<file path="src/rtl/f_best_select.sv">
// f_best_select: tracks the minimum (MODE=0) or maximum (MODE=1) IEEE-754 double
// over a NUM_CAND-sample search and reports the winning value and index.
`default_nettype none

module f_best_select #(
  parameter int NUM_CAND  = 16,
  parameter int MODE      = 0,
  localparam int IDX_WIDTH = $clog2(NUM_CAND) + 1
) (
  input  logic                 clk,
  input  logic                 rst,
  input  logic                 start,
  input  logic [63:0]          F_value,
  input  logic                 F_value_tvalid,
  output logic [63:0]          best_value,
  output logic [IDX_WIDTH-1:0] best_idx,
  output logic                 best_tvalid,
  output logic                 busy,
  output logic                 nan_seen
);

  typedef enum logic [1:0] {
    S_IDLE  = 2'd0,
    S_RUN   = 2'd1,
    S_FLUSH = 2'd2
  } state_t;

  localparam logic [IDX_WIDTH-1:0] C_LAST_IDX = IDX_WIDTH'(NUM_CAND - 1);
  localparam logic [IDX_WIDTH-1:0] C_NO_WIN   = IDX_WIDTH'(NUM_CAND);
  localparam logic [63:0]          C_QNAN     = 64'h7FF8_0000_0000_0000;
  localparam logic [63:0]          C_SIGN     = 64'h8000_0000_0000_0000;

  state_t               r_state;
  logic [IDX_WIDTH-1:0] r_count;

  logic                 r_s1_valid;
  logic [63:0]          r_s1_bits;
  logic [63:0]          r_s1_key;
  logic [IDX_WIDTH-1:0] r_s1_idx;
  logic                 r_s1_nan;

  logic                 r_have_best;
  logic [63:0]          r_run_bits;
  logic [63:0]          r_run_key;
  logic [IDX_WIDTH-1:0] r_run_idx;
  logic                 r_nan_flag;

  logic [63:0] w_norm;
  logic [63:0] w_key;
  logic        w_is_nan;
  logic        w_better;

  // Map the double onto an unsigned key whose order matches IEEE order;
  // -0.0 is folded onto +0.0 so the two compare equal.
  always_comb begin
    w_norm = (F_value[62:0] == 63'd0) ? 64'd0 : F_value;
    w_key  = w_norm[63] ? ~w_norm : (w_norm ^ C_SIGN);
  end

  assign w_is_nan = (F_value[62:52] == 11'h7FF) && (F_value[51:0] != 52'd0);
  assign w_better = (MODE != 0) ? (r_s1_key > r_run_key) : (r_s1_key < r_run_key);
  assign busy     = (r_state != S_IDLE);

  always_ff @(posedge clk) begin
    if (rst) begin
      r_state     <= S_IDLE;
      r_count     <= '0;
      r_s1_valid  <= 1'b0;
      r_s1_bits   <= '0;
      r_s1_key    <= '0;
      r_s1_idx    <= '0;
      r_s1_nan    <= 1'b0;
      r_have_best <= 1'b0;
      r_run_bits  <= '0;
      r_run_key   <= '0;
      r_run_idx   <= '0;
      r_nan_flag  <= 1'b0;
      best_value  <= '0;
      best_idx    <= '0;
      best_tvalid <= 1'b0;
      nan_seen    <= 1'b0;
    end else begin
      best_tvalid <= 1'b0;
      r_s1_valid  <= 1'b0;

      // Stage 2: strict compare so a tie keeps the earlier index.
      if (r_s1_valid) begin
        if (r_s1_nan) begin
          r_nan_flag <= 1'b1;
        end else if (!r_have_best || w_better) begin
          r_have_best <= 1'b1;
          r_run_bits  <= r_s1_bits;
          r_run_key   <= r_s1_key;
          r_run_idx   <= r_s1_idx;
        end
      end

      case (r_state)
        S_IDLE: begin
          if (start) begin
            r_state     <= S_RUN;
            r_count     <= '0;
            r_have_best <= 1'b0;
            r_nan_flag  <= 1'b0;
          end
        end
        S_RUN: begin
          if (F_value_tvalid) begin
            r_s1_valid <= 1'b1;
            r_s1_bits  <= F_value;
            r_s1_key   <= w_key;
            r_s1_idx   <= r_count;
            r_s1_nan   <= w_is_nan;
            r_count    <= r_count + 1'b1;
            if (r_count == C_LAST_IDX) begin
              r_state <= S_FLUSH;
            end
          end
        end
        S_FLUSH: begin
          // Publish once the last candidate has cleared stage 2.
          if (!r_s1_valid) begin
            r_state     <= S_IDLE;
            best_tvalid <= 1'b1;
            nan_seen    <= r_nan_flag;
            best_value  <= r_have_best ? r_run_bits : C_QNAN;
            best_idx    <= r_have_best ? r_run_idx : C_NO_WIN;
          end
        end
        default: r_state <= S_IDLE;
      endcase
    end
  end

endmodule

`default_nettype wire
</file>
<file path="config.mk">
export PLATFORM = sky130hd
export DESIGN_NAME = f_best_select
export DESIGN_NICKNAME = d
export VERILOG_FILES = /design/src/rtl/f_best_select.sv
export SDC_FILE = /design/constraint.sdc
export NUM_CORES = 1
export LEC_CHECK = 0
export ABC_AREA = 1
export BUFFER_PORTS_ARGS = -buffer_cell sky130_fd_sc_hd__buf_2
export CAP_MARGIN = 20
export CORE_AREA = 2 2 190 192
export CTS_BUF_LIST = sky130_fd_sc_hd__clkbuf_2 sky130_fd_sc_hd__clkbuf_4 sky130_fd_sc_hd__clkbuf_8
export CTS_CLUSTER_SIZE = 25
export DETAILED_ROUTE_END_ITERATION = 16
export DIE_AREA = 0 0 192 194
export PLACE_DENSITY_LB_ADDON = 0.2
export SYNTH_ARGS = -nofsm -noshare
export SYNTH_HDL_FRONTEND = slang
export SYNTH_SLANG_ARGS = --single-unit
</file>
<file path="constraint.sdc">
create_clock -name clk -period 2.2 [get_ports clk]
set_input_delay 0.44 -clock clk [delete_from_list [all_inputs] [get_ports clk]]
set_output_delay 0.44 -clock clk [all_outputs]
set_load 0.005 [all_outputs]
</file>
==> results.ini <==
[drt]
drtPass1Iterations=7
vias=13936
drt_iter0_drc=799
viasPerCell=5.13
antenna_left=0
drt-total-wl_um=41100
routedWlPerCell_um=15.1
remaining_drc_errors=0

[clock_tree]
clockRootBuffer=clkbuf_8
cts.path.max_buffers=3
cts_made_buffers=59
htreeDepth=2
clkSlewWorstSetupHoldPaths_ns=0.06
cts_tree=done
cts_sinks=348
clk-insertion-delay-late_ns=0.63

[setup_path]
cp.required_ns=2.71
start_kind=flip-flop
worstPathArrival_ns=2.94
worstPathMaxFanout=16
worst-setup-path-type=flip-flop to flip-flop
endpoint_kind=flip-flop

[synth]
synth-compound-area-share=0.161
synth_top_area_cell=dfxtp_1
ys.flop_type=dfxtp_1
postSynthNetCount=2218
synth_simple_gate_area_frac=0.208
synthMuxAreaShare=0
syn_area_per_cell_um2=7.50
syn_area_um2=15600
synth_edf_count=0
synth_commonest_cells=dfxtp_1, a21oi_1, nand2_1
synth_xor_area_frac=0.0347
syn_inst=2085
yosys_warnings=0
synth_top_family_by_area=simple AND/OR/NAND/NOR gates
synth_top_area_share=0.445
ys_types=24
synth_fa_ha_area_frac=0.0520
ys_ff_latch=348
synthTopCellsByArea=dfxtp_1, a21oi_1, nand3_1
ys_seq_area_frac=0.445
yosysMostFrequentCell=dfxtp_1
async_flop_share=0

[timing]
fin_worst_skew_ns=0.0239
relSlewSlack=0.398
min_period_ns=2.42
worst-slew-pin-transition_ns=0.903
setup_ws_ns=-0.223
timing.fmax_ghz=0.413
slew_violations=0
finalCritPeriodShare=1.10
rsz0062_at_grt=true
hold_viol=0
setup_viol=133

[min_path]
hold_path_class=input pin to flip-flop

[finish]
layoutNonFillerInstCount=2718
nNetsFinal=2349
drive_gt1_frac=0.187
fillers=3409
synthToLayoutAreaGrowth_pct=21.2
diodes=0

[power]
p_int_w=0.0107
switching_share=0.261
irDropWorstVdd_v=0.000479
pwr-share-clk=0.414
leakagePower_nw=7.62
switchingPower_w=0.00378
comb_power_share=0.124
p_per_area_nw_per_um2=765
p_seq_frac=0.462

[global_route]
grt_pass1_wl_um=67500
grt_max_degree=104
first_global_vias=13452
antenna_found_initial=0
grt-ovfl-total=0
grt_use_total=0.220

[die]
dieArea_um2=37200
fp.dieH_um=194
start_util=0.444
core-area_um2=35200
fp-row-count=69
die_w_um=192
pin_count=140

[run_status]
violations=negative setup slack
status=finished, violations left

[flow_run]
cap_violations=0

[placement]
place_congestion=0.807
place_ws_ns=-0.389
dp.cells=2601
io_buffers=139
dp_hpwl_um=25800

[metal layers]
layer,global-route usage,part of all wire
met1,0.289,0.47
met2,0.368,0.47
met3,0.0384,0.042
met4,0.0633,0.017
met5,0,0
[through the flow]
stage,power [W],TNS [ns],utilization,area (um2),hold slack [ns]
after CTS,0.0146,-15.43,0.530,18700,0.0871
after global routing,0.0152,-42.05,0.538,19000,0.0930
final,0.0145,-22.66,0.538,19000,0.133
after detailed placement,0.00840,-51.39,0.485,17100,0.442
after floorplan,0.00787,0,-,15600,0.430
after global placement,0.00836,-46.67,0.485,17100,0.437
[cell usage in the layout, fill, tap and decap left out, types with 2 or more instances in the layout]
cell type,n
nand3_1,255
buf_2,138
ha_1,59
nand2_4,3
nor2_2,2
clkbuf_16,5
ha_4,6
clkbuf_4,19
nand3_2,6
nor4_1,4
nor2_1,189
o31ai_1,62
clkinv_2,5
a21oi_2,47
buf_4,55
dfxtp_2,9
nor3_1,5
xnor2_1,62
nor2_4,4
a21oi_1,264
inv_2,6
nor3_2,2
dfxtp_1,339
nand2_2,2
o21ai_0,95
clkbuf_8,77
nand2_8,3
nand2_1,271
buf_12,22
buf_16,2
nand4_1,13
inv_1,214
buf_6,3
[sequential cells by signal, indices dropped and copies added (netlist names)]
signal / flops
r_s1_key: 64
r_s1_idx: 5
r_have_best: 1
r_state: 2
r_s1_nan: 1
best_idx: 5
r_run_idx: 5
r_run_bits: 64
r_run_key: 64
best_value: 64
r_nan_flag: 1
r_count: 5
nan_seen: 1
r_s1_valid: 1
best_tvalid: 1
r_s1_bits: 64
[what timing repair did]
| action | CTS | global route |
|---|---|---|
| gates cloned | 2 | 8 |
| setup buffers | 3 | 2 |
| pin swaps | 7 | 3 |
| endpoints found under the hold margin | 0 | 0 |
| endpoints found under the setup margin | 133 | 133 |
| hold buffers | 0 | 0 |
| resized for setup | 73 | 22 |
[final cells by class]
| type | instances | area (um2) | area share |
|---|---|---|---|
| multi-input cells | 1360 | 7560 | 0.399 |
| well taps | 461 | 577 | 0.0304 |
| repair buffers | 226 | 1770 | 0.0935 |
| inverters | 221 | 835 | 0.0440 |
| flip-flops and latches | 348 | 6980 | 0.368 |
| clock buffers | 96 | 1200 | 0.0634 |
| clock inverters | 6 | 32.5 | 0.00172 |
[worst max-delay path, stage by stage, from the launching register on]
cell and delay, ns:
dfxtp_1 0.34, inv_1 0.08, ha_4 0.27, nand4_1 0.12
nor2_4 0.16, nand2_2 0.08, nor4b_4 0.32, nand2_1 0.16
nand2_4 0.17, buf_12 0.13, nand2_8 0.08, buf_12 0.19
a21oi_1 0.13, nor2_1 0.06
[logic make-up after synthesis]
family	Yosys count
flip-flops	348
AO/OA/AOI/OAI	471
buffers and inverters	379
adder cells (fa/ha/maj)	65
XOR/XNOR	62
AND/OR/NAND/NOR	760
[final timing paths]
kind	endpoint	slack, ns	start	cells after the start
worst max-delay path	r_run_bits[63]$_SDFFE_PP0P_	-0.22	r_run_key[59]$_SDFFE_PP0P_	13
worst min-delay path	r_s1_valid$_SDFF_PP0_	0.13	rst	2
worst max register to register	r_run_bits[63]$_SDFFE_PP0P_	-0.22	r_run_key[59]$_SDFFE_PP0P_	13
worst min register to register	r_s1_bits[28]$_SDFFE_PP0P_	0.45	r_s1_bits[28]$_SDFFE_PP0P_	2
[power by group through the flow]
stage                     sequential [W]  clock, W  combinational (W)
after floorplan                  0.00678         0            0.00109
after global placement           0.00681         0            0.00155
after detailed placement         0.00681         0            0.00158
after CTS                        0.00669   0.00615            0.00174
after global routing             0.00672   0.00643            0.00204
final                            0.00669   0.00600            0.00180
(Power assumes the default switching activity.)
